## src/rtl/onn_pkg.sv

```systemverilog
// Shared types and constants for the oscillatory neural network sequencer.
// The FSM state enum lives here so every block decodes states the same way.
package onn_pkg;

    localparam int PHASE_W = 4;
    localparam int N_NEURONS_DEF = 15;
    localparam logic [PHASE_W-1:0] RESET_PHASE = 4'd8;

    typedef enum logic [2:0] {
        S_IDLE,
        S_RESET,
        S_DROP,
        S_SETTLE,
        S_CHECK,
        S_WAIT,
        S_EVAL,
        S_DONE
    } state_e;

endpackage

```

## src/rtl/onn_seq_ctrl_if.sv

```systemverilog
// Control/status bundle between the sequencer and its host / phase array.
// The master side drives start, abort and the change flags.
interface onn_seq_ctrl_if
    import onn_pkg::*;
#(
    parameter int N = N_NEURONS_DEF
);
    logic         start;
    logic         abort;
    logic [N-1:0] state_changed;
    logic         re_pulse;
    logic         drop_pulse;
    logic         check_pulse;
    logic         busy;
    logic         done;
    logic         converged;
    logic         timed_out;
    logic [7:0]   iter_count;

    modport master (
        output start, abort, state_changed,
        input  re_pulse, drop_pulse, check_pulse,
        input  busy, done, converged, timed_out, iter_count
    );

    modport slave (
        input  start, abort, state_changed,
        output re_pulse, drop_pulse, check_pulse,
        output busy, done, converged, timed_out, iter_count
    );
endinterface

```

## src/rtl/onn_settle_timer.sv

```systemverilog
// Loadable 8-bit down-counter; expired flags the last cycle of a settle window.
// A load of K yields exactly K cycles before expired is seen.
module onn_settle_timer (
    input  logic       clk,
    input  logic       rst_n,
    input  logic       load,
    input  logic [7:0] load_val,
    input  logic       dec,
    output logic       expired
);
    logic [7:0] cnt_q;

    always_ff @(posedge clk or negedge rst_n) begin
        if (!rst_n) begin
            cnt_q <= '0;
        end else if (load) begin
            cnt_q <= load_val;
        end else if (dec && cnt_q != 8'd0) begin
            cnt_q <= cnt_q - 8'd1;
        end
    end

    assign expired = (cnt_q == 8'd1);
endmodule

```

## src/rtl/onn_seq_ctrl.sv

```systemverilog
// ONN run sequencer: reset/drop/check triggers and stability detection.
// Define ONN_SEQ_TIMEOUT_EN to end runs after MAX_ITER check pulses.
module onn_seq_ctrl
    import onn_pkg::*;
#(
    parameter int N_NEURONS     = N_NEURONS_DEF,
    parameter int SETTLE_CYCLES = 16,
    parameter int STABLE_CHECKS = 2,
    parameter int MAX_ITER      = 64
) (
    input logic           clk,
    input logic           rst_n,
    onn_seq_ctrl_if.slave bus
);
    state_e     state_q, state_d;
    logic [3:0] stable_q, stable_d, stable_inc;
    logic [7:0] iter_q, iter_d;
    logic       conv_q, conv_d;
    logic       to_q, to_d;
    logic       re_q, drop_q, chk_q, busy_q, done_q;
    logic       tmr_load, tmr_exp, any_chg;
    logic       unused_cfg;

    assign any_chg    = |bus.state_changed;
    assign stable_inc = stable_q + 4'd1;
    assign unused_cfg = ^{32'(MAX_ITER), 32'(N_NEURONS)};

    onn_settle_timer u_timer (
        .clk      (clk),
        .rst_n    (rst_n),
        .load     (tmr_load),
        .load_val (8'(SETTLE_CYCLES)),
        .dec      (state_q == S_SETTLE),
        .expired  (tmr_exp)
    );

    always_comb begin
        state_d  = state_q;
        stable_d = stable_q;
        iter_d   = iter_q;
        conv_d   = conv_q;
        to_d     = to_q;
        tmr_load = 1'b0;
        if (bus.abort) begin
            state_d = S_IDLE;
            conv_d  = 1'b0;
            to_d    = 1'b0;
        end else begin
            unique case (state_q)
                S_IDLE, S_DONE: begin
                    if (bus.start) begin
                        state_d  = S_RESET;
                        iter_d   = '0;
                        stable_d = '0;
                        conv_d   = 1'b0;
                        to_d     = 1'b0;
                    end
                end
                S_RESET: state_d = S_DROP;
                S_DROP: begin
                    state_d  = S_SETTLE;
                    tmr_load = 1'b1;
                end
                S_SETTLE: begin
                    if (tmr_exp) begin
                        state_d = S_CHECK;
                        if (iter_q != 8'hFF) iter_d = iter_q + 8'd1;
                    end
                end
                S_CHECK: state_d = S_WAIT;
                S_WAIT:  state_d = S_EVAL;
                S_EVAL: begin
                    stable_d = any_chg ? 4'd0 : stable_inc;
                    // Convergence wins over timeout on the same evaluation.
                    if (!any_chg && stable_inc == 4'(STABLE_CHECKS)) begin
                        state_d = S_DONE;
                        conv_d  = 1'b1;
                    end
`ifdef ONN_SEQ_TIMEOUT_EN
                    else if (iter_q == 8'(MAX_ITER)) begin
                        state_d = S_DONE;
                        to_d    = 1'b1;
                    end
`endif
                    else begin
                        state_d  = S_SETTLE;
                        tmr_load = 1'b1;
                    end
                end
                default: state_d = S_IDLE;
            endcase
        end
    end

    // Outputs are decoded from the next state so they are clean flop outputs.
    always_ff @(posedge clk or negedge rst_n) begin
        if (!rst_n) begin
            state_q  <= S_IDLE;
            stable_q <= '0;
            iter_q   <= '0;
            conv_q   <= 1'b0;
            to_q     <= 1'b0;
            re_q     <= 1'b0;
            drop_q   <= 1'b0;
            chk_q    <= 1'b0;
            busy_q   <= 1'b0;
            done_q   <= 1'b0;
        end else begin
            state_q  <= state_d;
            stable_q <= stable_d;
            iter_q   <= iter_d;
            conv_q   <= conv_d;
            to_q     <= to_d;
            re_q     <= (state_d == S_RESET);
            drop_q   <= (state_d == S_DROP);
            chk_q    <= (state_d == S_CHECK);
            busy_q   <= !(state_d == S_IDLE || state_d == S_DONE);
            done_q   <= (state_d == S_DONE);
        end
    end

    assign bus.re_pulse    = re_q;
    assign bus.drop_pulse  = drop_q;
    assign bus.check_pulse = chk_q;
    assign bus.busy        = busy_q;
    assign bus.done        = done_q;
    assign bus.converged   = conv_q;
    assign bus.iter_count  = iter_q;
`ifdef ONN_SEQ_TIMEOUT_EN
    assign bus.timed_out   = to_q;
`else
    assign bus.timed_out   = 1'b0;
`endif
endmodule

```

## src/flat_wrapper.sv

```systemverilog
// flat-port wrapper written by rule: the top's interface ports become plain ports
module onn_seq_ctrl_flat import onn_pkg::*;
#(
    parameter int N_NEURONS     = N_NEURONS_DEF,
    parameter int SETTLE_CYCLES = 16,
    parameter int STABLE_CHECKS = 2,
    parameter int MAX_ITER      = 64
)
  (clk, rst_n, bus_start, bus_abort, bus_state_changed, bus_re_pulse, bus_drop_pulse, bus_check_pulse, bus_busy, bus_done, bus_converged, bus_timed_out, bus_iter_count);
  onn_seq_ctrl_if #(.N(15)) bus_i ();
  input logic clk;
  input logic rst_n;
  input wire logic [$bits(bus_i.start)-1:0] bus_start;
  input wire logic [$bits(bus_i.abort)-1:0] bus_abort;
  input wire logic [$bits(bus_i.state_changed)-1:0] bus_state_changed;
  output wire logic [$bits(bus_i.re_pulse)-1:0] bus_re_pulse;
  output wire logic [$bits(bus_i.drop_pulse)-1:0] bus_drop_pulse;
  output wire logic [$bits(bus_i.check_pulse)-1:0] bus_check_pulse;
  output wire logic [$bits(bus_i.busy)-1:0] bus_busy;
  output wire logic [$bits(bus_i.done)-1:0] bus_done;
  output wire logic [$bits(bus_i.converged)-1:0] bus_converged;
  output wire logic [$bits(bus_i.timed_out)-1:0] bus_timed_out;
  output wire logic [$bits(bus_i.iter_count)-1:0] bus_iter_count;
  assign bus_i.start = bus_start;
  assign bus_i.abort = bus_abort;
  assign bus_i.state_changed = bus_state_changed;
  assign bus_re_pulse = bus_i.re_pulse;
  assign bus_drop_pulse = bus_i.drop_pulse;
  assign bus_check_pulse = bus_i.check_pulse;
  assign bus_busy = bus_i.busy;
  assign bus_done = bus_i.done;
  assign bus_converged = bus_i.converged;
  assign bus_timed_out = bus_i.timed_out;
  assign bus_iter_count = bus_i.iter_count;
  onn_seq_ctrl #(.N_NEURONS(N_NEURONS), .SETTLE_CYCLES(SETTLE_CYCLES), .STABLE_CHECKS(STABLE_CHECKS), .MAX_ITER(MAX_ITER)) u_core (.clk(clk), .rst_n(rst_n), .bus(bus_i));
endmodule
```

## config.mk

```make
export PLATFORM = sky130hd
export DESIGN_NAME = onn_seq_ctrl_flat
export DESIGN_NICKNAME = d
export VERILOG_FILES = /design/src/rtl/onn_pkg.sv /design/src/rtl/onn_seq_ctrl_if.sv /design/src/rtl/onn_settle_timer.sv /design/src/rtl/onn_seq_ctrl.sv /design/src/flat_wrapper.sv
export SDC_FILE = /design/constraint.sdc
export NUM_CORES = 1
export LEC_CHECK = 0
export CORE_MARGIN = 2
export CORE_UTILIZATION = 40
export CTS_CLUSTER_SIZE = 16
export DETAILED_ROUTE_END_ITERATION = 10
export GPL_TIMING_DRIVEN = 0
export PLACE_DENSITY = 0.64
export SYNTH_ARGS = -nofsm -noshare
export SYNTH_HDL_FRONTEND = slang
export SYNTH_HIERARCHICAL = 1
export SYNTH_SLANG_ARGS = --single-unit
```

## constraint.sdc

```tcl
create_clock -name clk -period 2.7 [get_ports clk]
set_input_delay 0.405 -clock clk [delete_from_list [all_inputs] [get_ports clk]]
set_output_delay 0.405 -clock clk [all_outputs]
set_load 0.01 [all_outputs]
```

==> results.sh, run 1 <==
export IMPL_status="finished, final reports clean"
export IMPL_max_stage_delay_ns=0.51
export IMPL_synth_area_leaders="dfrtp_1 37%, nand2_1 4.3%, ha_1 3.9%"
export IMPL_syn2layout_area_growth_pct=25.8
export IMPL_path_delay_family="simple AND/OR/NAND/NOR gates"
export IMPL_synth_cells=207
export IMPL_io_pins=34
export IMPL_finalWorstSetupSlack_ns=0.117
export IMPL_antenna_found_initial=0
export IMPL_setup_viol=0
export IMPL_drv_cap=0
export IMPL_multi_input_area_sq_um=1130
export IMPL_regArea_sq_um=726
export IMPL_viasPerCell=5.70
export IMPL_power_density_nw_per_um2=496
export IMPL_grt_pass1_vias=1656
export IMPL_cp_max_fo=10
export IMPL_slew_headroom_pct=37.8
export IMPL_clock_latency_ns=0.28
export IMPL_nFillCells=474
export IMPL_required_ns=2.87
export IMPL_htree_num_levels=2
export IMPL_p_total_mw=1.21
export IMPL_synth_edf_count=0
export IMPL_fmax_ghz=0.387
export IMPL_endpoint_kind="flip-flop"
export IMPL_cpMaxStageDelayCell="or4_1"
export IMPL_ys_ff_latch=29
export IMPL_wire_per_inst_um=14.3
export IMPL_worst_setup_path_start_kind="flip-flop"
export IMPL_avgSynthCellArea_sq_um=9.36
export IMPL_min_path_type="primary input to async pin"
export IMPL_clockRootBuffer="clkbuf_8"
export IMPL_yosysSeqAreaShare_pct=37.5
export IMPL_numCtsBuffers=5
export IMPL_worstMarginPinSlew_ns=0.931
export IMPL_cp_buffers_inverters=2
export IMPL_synthArstFlopShare_pct=100
export IMPL_grt_pass1_wl_um=7490
export IMPL_rsz0062_at_grt="no"
export IMPL_p_leak_nw=0.968
export IMPL_netlist_area_sq_um=1940
export IMPL_yosys_warnings=6
export IMPL_synth_ff_type="dfrtp_1"
export IMPL_drt_iter0_drc=76
export IMPL_min_period_ns=2.58
export IMPL_path_cells="or4_1, clkbuf_2, nor4b_4, mux2i_2, a2bb2oi_2, buf_6, nor2_1, mux2_4"
export IMPL_netlist_cell_type_count=63
export IMPL_coreArea_sq_um=4690
export IMPL_cts_buffer_depth=2
export IMPL_path_clk_slew_ns=0.06
export IMPL_cts_tree="yes"
export IMPL_yosysTopAreaCell="dfrtp_1"
export IMPL_yosys_area_top_type_share_pct=37.5
export IMPL_maxSlewViolCount=0
export IMPL_peakVddDrop_mv=0.157
export IMPL_portBuffers=30
export IMPL_dp_slack_ns=-0.388
export IMPL_antenna_left=0
export IMPL_die_area_sq_um=5410
export IMPL_core_rowCount=25
export IMPL_final_cell_mix="29 x clkdlybuf4s50_1, 29 x dfrtp_1, 22 x nand2_1, 11 x inv_1, 9 x conb_1"
export IMPL_grt_usage_pct=17.9
export IMPL_grt_ovfl_total=0
export IMPL_wl_um=4360
export IMPL_drc_errors=0
export IMPL_place_gp_congestion=0.771
export IMPL_skew_ns=0.00502
export IMPL_drt_pass1_iterations=4
export IMPL_ctsHoldBuffers=0
export IMPL_n_antenna_cell=0
export IMPL_final_nets=277
export IMPL_critPathKind="flip-flop to flip-flop"
export IMPL_period_share_pct=95.7
export IMPL_num_vias=1743
export IMPL_final_core_util_pct=51.9
export IMPL_finalHoldViolations=0
export IMPL_grt_max_degree=30
export IMPL_layout_drive_gt1_share_pct=14.7
export IMPL_cp_arrival_ns=2.75
export IMPL_die_y_um=73.6
export IMPL_dpl_hpwl_um=3090
export IMPL_die_x_um=73.6
export IMPL_start_util_pct=41.3
export IMPL_cts_sinks=29
## cell families after synthesis
kind of cell,synth area share [%]
AOI/OAI and AO/OA,22.0
buffers and inverters,6.33
and+or+nand+nor,27.5
xor gates and xnor gates,0.452
adders and majority gates,3.88
muxes,2.00
DFF,37.5
other,0.388
## sequential cells by signal, summed over array words and instances, names as in the netlist
name and count:
u_core/bus.busy 1, u_core/bus.check_pulse 1, u_core/bus.converged 1, u_core/bus.done 1
u_core/bus.drop_pulse 1, u_core/bus.iter_count 8, u_core/bus.re_pulse 1, u_core/stable_q 4
u_core/state_q 3, u_core/u_timer/cnt_q 8
## cells in the mapped netlist (2+ instances only)
cell type,number
o31a_1,3
nor2_1,8
dfrtp_1,29
conb_1,2
or4b_2,2
nand4b_1,2
a21oi_1,7
o21ai_1,4
or3_1,5
clkbuf_1,4
nor3b_1,2
nor4b_1,2
a2111o_1,3
nand3_2,2
and3b_1,2
o21a_1,2
nor4b_2,2
buf_6,2
nand3_1,7
nand4_1,2
a21boi_0,2
inv_1,11
nor3_1,7
o31ai_1,4
buf_4,2
nand3b_1,2
ha_1,6
o211ai_1,5
a31oi_1,7
or3b_2,2
nand2_1,22
buf_2,4
o21ai_0,3
nor4_1,7
or4_1,3
## layer usage
layer,global-route usage (%),routed length (um),vias up
met5,0,0,-
met4,6.67,63,0
met3,4.12,203,4
met2,29.0,2110,41
met1,23.2,1980,828
li1,-,-,870
## path summary, 6_finish.rpt
path                                                           from                              endpoint  slack (ns)  depth (start not counted)
min in group clk                                          bus_abort      u_core/bus.converged$_DFFE_PN0P_        0.43                          2
worst min register to register       u_core/stable_q[2]$_DFFE_PN0P_        u_core/stable_q[2]$_DFFE_PN0P_        0.55                          1
worst min-delay path                                          rst_n  u_core/bus.iter_count[3]$_DFFE_PN0P_        0.16                          1
worst max-delay path            u_core/u_timer/cnt_q[2]$_DFFE_PN0P_  u_core/bus.iter_count[0]$_DFFE_PN0P_        0.12                          8
worst max register to register  u_core/u_timer/cnt_q[2]$_DFFE_PN0P_  u_core/bus.iter_count[0]$_DFFE_PN0P_        0.12                          8
max in group asynchronous                                     rst_n   u_core/u_timer/cnt_q[3]$_DFFE_PN0P_        2.10                          1
## metrics by stage
step / hold slack, ns / cells / cell area [sq um] / TNS (ns)
floorplan: 0.109 / 214 / 1960 / 0
global placement: 0.523 / 298 / 2330 / -2.02
detailed placement: 0.541 / 298 / 2330 / -2.02
CTS: 0.425 / 305 / 2430 / 0
global route: 0.213 / 306 / 2440 / 0
finish: 0.158 / 306 / 2440 / 0
## power breakdown
part / switching [mW] / internal, mW
clock: 0.168 / 0.202
combinational: 0.149 / 0.131
sequential: 0.0707 / 0.489
## cell type report
class | instances | share of cell area [%]
repair buffers | 31 | 12.4
inverters | 11 | 1.69
clock buffers | 7 | 3.54
well taps | 54 | 2.77
plain buffers | 14 | 3.34
multi-input cells | 160 | 46.5
flip-flops and latches | 29 | 29.8
## repair_timing
action | in CTS | in global routing
buffers inserted | 0 | 1
gates resized for setup | 2 | 1
setup endpoints to repair | 9 | 2
pin swaps | 0 | 1
No activity file was read; power rests on OpenSTA's default activity.
==> inputs of run 2 (changes only) <==
Settings changed: CORE_UTILIZATION 40 to 48, PLACE_DENSITY 0.64 to 0.75.
==> results.sh, run 2 (synthesis results as in run 1) <==
export IMPL_status="finished, final reports clean"
export IMPL_endpoint_kind="flip-flop"
export IMPL_dpl_hpwl_um=2910
export IMPL_die_x_um=67.5
export IMPL_drv_cap=0
export IMPL_finalWorstSetupSlack_ns=0.133
export IMPL_power_density_nw_per_um2=489
export IMPL_grt_pass1_wl_um=6800
export IMPL_peakVddDrop_mv=0.207
export IMPL_cts_tree="yes"
export IMPL_io_pins=34
export IMPL_die_y_um=67.5
export IMPL_htree_num_levels=2
export IMPL_drt_iter0_drc=81
export IMPL_p_total_mw=1.18
export IMPL_finalHoldViolations=0
export IMPL_drt_pass1_iterations=4
export IMPL_numCtsBuffers=5
export IMPL_maxSlewViolCount=0
export IMPL_min_path_type="primary input to async pin"
export IMPL_layout_drive_gt1_share_pct=13.5
export IMPL_viasPerCell=5.66
export IMPL_final_cell_mix="29 x clkdlybuf4s50_1, 29 x dfrtp_1, 22 x nand2_1, 11 x inv_1, 9 x conb_1"
export IMPL_fin_area_sq_um=2420
export IMPL_antenna_left=0
export IMPL_max_stage_delay_ns=0.53
export IMPL_cp_arrival_ns=2.74
export IMPL_nFillCells=365
export IMPL_clockRootBuffer="clkbuf_8"
export IMPL_worstMarginPinSlew_ns=0.891
export IMPL_place_gp_congestion=0.820
export IMPL_worst_setup_path_start_kind="flip-flop"
export IMPL_grt_max_degree=30
export IMPL_required_ns=2.87
export IMPL_post_cts_buffers=0
export IMPL_period_share_pct=95.1
export IMPL_path_clk_slew_ns=0.06
export IMPL_setup_viol=0
export IMPL_regToRegSetupSlack_ns=0.13
export IMPL_dp_slack_ns=-0.320
export IMPL_ff2ff_path_depth=8
export IMPL_cts_resized=2
export IMPL_n_antenna_cell=0
export IMPL_placed_cell_area_sq_um=2330
export IMPL_rr_endpoint="u_core/bus.iter_count[0]$_DFFE_PN0P_"
export IMPL_ctsHoldBuffers=0
export IMPL_cts_buffer_depth=2
export IMPL_cp_max_fo=10
export IMPL_wl_um=4110
export IMPL_drc_errors=0
export IMPL_start_util_pct=49.1
export IMPL_final_nets=276
export IMPL_grt_ovfl_total=0
export IMPL_grt_usage_pct=20.0
export IMPL_min_period_ns=2.57
export IMPL_die_area_sq_um=4560
export IMPL_clock_latency_ns=0.28
export IMPL_wire_per_inst_um=13.6
export IMPL_rsz0062_at_grt="no"
export IMPL_antenna_found_initial=0
export IMPL_critPathKind="flip-flop to flip-flop"
export IMPL_holdWs_ns=0.146
export IMPL_cts_sinks=29
export IMPL_coreArea_sq_um=3940
export IMPL_skew_ns=0.00725
export IMPL_portBuffers=30
export IMPL_slew_headroom_pct=40.1
export IMPL_num_vias=1708
export IMPL_fmax_ghz=0.390
export IMPL_syn2layout_area_growth_pct=24.7
export IMPL_path_cells="or4_1, clkbuf_2, nor4b_4, mux2i_2, a2bb2oi_2, buf_6, nor2_1, mux2_4"
export IMPL_core_rowCount=23
export IMPL_grt_pass1_vias=1520
export IMPL_p_leak_nw=0.959
export IMPL_r2r_start="u_core/u_timer/cnt_q[3]$_DFFE_PN0P_"
export IMPL_cpMaxStageDelayCell="or4_1"
==> run 2: cell types whose count changed in the layout (fill, tap and decap cells not counted) <==
cell      delta
clkbuf_8     -1
clkbuf_1     +2
nor2_2       -1
nor2_1       +1
buf_4        -1
==> run 2: power breakdown <==
group,internal [mW],switching (mW)
clock network,0.183,0.162
registers,0.489,0.0705
logic,0.130,0.146
total,0.802,0.378
==> run 2: area by class of cell <==
type	instances	area (sq um)	area share, %
Tap cell	50	62.6	2.59
Inverter	11	41.3	1.71
Multi-Input combinational cell	160	1130	46.8
Sequential cell	29	726	30.0
Timing Repair Buffer	30	295	12.2
Clock buffer	8	80.1	3.31
Buffer	14	81.3	3.37
==> run 2: layer usage <==
layer | part of all wire (%) | routed length, um | vias up | GRT usage [%]
met5 | 0 | 0 | - | 0
met4 | 1.7 | 70 | 0 | 7.65
met3 | 4.5 | 187 | 5 | 5.67
met2 | 47 | 1940 | 38 | 31.9
met1 | 47 | 1920 | 805 | 25.5
li1 | - | - | 860 | -
==> run 2: worst max-delay path, delay by kind of cell (launching register included) <==
family	cells	cell delay, ns
compound gates	1	0.19
simple gates	3	1.05
mux	2	0.46
flops	1	0.43
buf+inv	2	0.33
==> run 2: worst max path at each step <==
stage                                                    from  cells after the start                              endpoint
after floorplan           u_core/u_timer/cnt_q[3]$_DFFE_PN0P_                      8  u_core/bus.iter_count[0]$_DFFE_PN0P_
after global placement    u_core/u_timer/cnt_q[3]$_DFFE_PN0P_                      8  u_core/bus.iter_count[0]$_DFFE_PN0P_
after detailed placement  u_core/u_timer/cnt_q[3]$_DFFE_PN0P_                      8  u_core/bus.iter_count[0]$_DFFE_PN0P_
after CTS                 u_core/u_timer/cnt_q[3]$_DFFE_PN0P_                      8  u_core/bus.iter_count[0]$_DFFE_PN0P_
after global routing              u_core/state_q[2]$_DFF_PN0_                      6   u_core/u_timer/cnt_q[7]$_DFFE_PN0P_
final                     u_core/u_timer/cnt_q[3]$_DFFE_PN0P_                      8  u_core/bus.iter_count[0]$_DFFE_PN0P_
==> run 2: metrics by stage <==
step | std cells | util, % | TNS, ns
after global routing | 302 | 61.3 | 0
after floorplan | 214 | - | 0
final | 302 | 61.3 | 0
after detailed placement | 294 | 59.0 | -1.72
after global placement | 294 | 59.0 | -1.48
after CTS | 302 | 61.4 | 0
==> inputs of run 3 (changes only) <==
Settings changed: CELL_PAD_IN_SITES_DETAIL_PLACEMENT set to 1, CELL_PAD_IN_SITES_GLOBAL_PLACEMENT set to 1, CORE_UTILIZATION 48 to 36, PLACE_DENSITY 0.75 to 0.73.
==> results.sh, run 3 (synthesis results as in run 1) <==
export IMPL_cp_max_fo=10
export IMPL_ff2ff_path_depth=8
export IMPL_cts_tree="yes"
export IMPL_grt_ovfl_total=0
export IMPL_peakVddDrop_mv=0.205
export IMPL_final_cell_mix="29 x clkdlybuf4s50_1, 28 x dfrtp_1, 22 x nand2_1, 11 x inv_1, 9 x conb_1"
export IMPL_fin_area_sq_um=2470
export IMPL_setup_tns_ns=0
export IMPL_cp_arrival_ns=2.75
export IMPL_htree_num_levels=2
export IMPL_drt_iter0_drc=70
export IMPL_path_delay_family="simple AND/OR/NAND/NOR gates"
export IMPL_clockRootBuffer="clkbuf_8"
export IMPL_numCtsBuffers=5
export IMPL_status="finished, final reports clean"
export IMPL_min_path_type="primary input to async pin"
export IMPL_antenna_found_initial=0
export IMPL_dpl_hpwl_um=3560
export IMPL_antenna_left=0
export IMPL_skew_ns=0.00238
export IMPL_die_area_sq_um=5980
export IMPL_grt_max_degree=30
export IMPL_setup_viol=0
export IMPL_path_clk_slew_ns=0.07
export IMPL_power_density_nw_per_um2=508
export IMPL_min_period_ns=2.58
export IMPL_drt_pass1_iterations=4
export IMPL_drv_cap=0
export IMPL_ctsHoldBuffers=0
export IMPL_num_vias=1786
export IMPL_n_antenna_cell=0
export IMPL_final_nets=276
export IMPL_io_pins=34
export IMPL_required_ns=2.86
export IMPL_clock_latency_ns=0.28
export IMPL_cts_resized=2
export IMPL_syn2layout_area_growth_pct=27.3
export IMPL_die_x_um=77.4
export IMPL_portBuffers=30
export IMPL_finalHoldViolations=0
export IMPL_endpoint_kind="flip-flop"
export IMPL_critPathKind="flip-flop to flip-flop"
export IMPL_cp_depth=8
export IMPL_place_gp_congestion=0.753
export IMPL_layout_drive_gt1_share_pct=15.5
export IMPL_wl_um=4930
export IMPL_maxSlewViolCount=0
export IMPL_cts_buffer_depth=2
export IMPL_coreArea_sq_um=5140
export IMPL_core_rowCount=26
export IMPL_start_util_pct=37.7
export IMPL_rsz0062_at_grt="no"
export IMPL_slew_headroom_pct=34.9
export IMPL_drc_errors=0
export IMPL_mostFrequentLayoutCell="clkdlybuf4s50_1"
export IMPL_p_leak_nw=0.972
export IMPL_worstMarginPinSlew_ns=0.968
export IMPL_path_cells="or4_1, clkbuf_2, nor4b_4, mux2i_2, a2bb2oi_2, buf_6, nor2_1, mux2_4"
export IMPL_post_cts_buffers=0
export IMPL_viasPerCell=5.55
export IMPL_wire_per_inst_um=15.3
export IMPL_worst_setup_path_start_kind="flip-flop"
export IMPL_cts_sinks=29
export IMPL_cpMaxStageDelayCell="or4_1"
export IMPL_holdWs_ns=0.159
export IMPL_grt_usage_pct=17.9
export IMPL_grt_pass1_wl_um=8650
export IMPL_final_core_util_pct=48.0
export IMPL_max_stage_delay_ns=0.52
export IMPL_fmax_ghz=0.387
export IMPL_die_y_um=77.4
export IMPL_period_share_pct=95.7
export IMPL_placed_cell_area_sq_um=2350
export IMPL_grt_pass1_vias=1880
export IMPL_nFillCells=641
export IMPL_cp_buffers_inverters=2
## run 3: final timing paths
| path | startpoint | to | slack, ns |
|---|---|---|---|
| hold / removal | rst_n | u_core/bus.busy$_DFF_PN0_ | 0.16 |
| hold reg to reg | u_core/stable_q[2]$_DFFE_PN0P_ | u_core/stable_q[2]$_DFFE_PN0P_ | 0.54 |
| min in group clk | bus_abort | u_core/bus.converged$_DFFE_PN0P_ | 0.44 |
| setup / recovery | u_core/u_timer/cnt_q[3]$_DFFE_PN0P_ | u_core/bus.iter_count[0]$_DFFE_PN0P_ | 0.12 |
| max in group asynchronous | rst_n | u_core/u_timer/cnt_q[2]$_DFFE_PN0P_ | 2.06 |
| setup reg to reg | u_core/u_timer/cnt_q[3]$_DFFE_PN0P_ | u_core/bus.iter_count[0]$_DFFE_PN0P_ | 0.12 |
## run 3: per-stage QoR
stage	total power, mW	setup slack, ns	instances
after CTS	1.26	0.0884	322
final	1.25	0.115	322
after global routing	1.33	0.00375	322
after global placement	0.833	-0.316	314
after floorplan	0.735	0.137	214
after detailed placement	0.838	-0.344	314
## run 3: where the power goes
group | total [mW] | switching, mW | internal [mW]
clock | 0.405 | 0.174 | 0.230
combinational | 0.286 | 0.154 | 0.132
sequential | 0.562 | 0.0723 | 0.490
total | 1.25 | 0.401 | 0.852
## run 3: area by class of cell
| class | instances | area [sq um] | share of cell area (%) |
|---|---|---|---|
| Multi-Input combinational cell | 160 | 1130 | 45.9 |
| Timing Repair Buffer | 30 | 295 | 12.0 |
| Tap cell | 70 | 87.6 | 3.55 |
| Buffer | 14 | 81.3 | 3.30 |
| Sequential cell | 29 | 727 | 29.5 |
| Clock inverter | 1 | 5.00 | 0.203 |
| Clock buffer | 7 | 96.3 | 3.91 |
| Inverter | 11 | 41.3 | 1.67 |
## run 3: routing by layer
layer  global-route usage (%)  wire, um  vias up
li1                         -         -      859
met1                     22.3      2300      891
met2                     30.5      2400       28
met3                     4.19       154        8
met4                     6.07        72        0
met5                        0         0        -
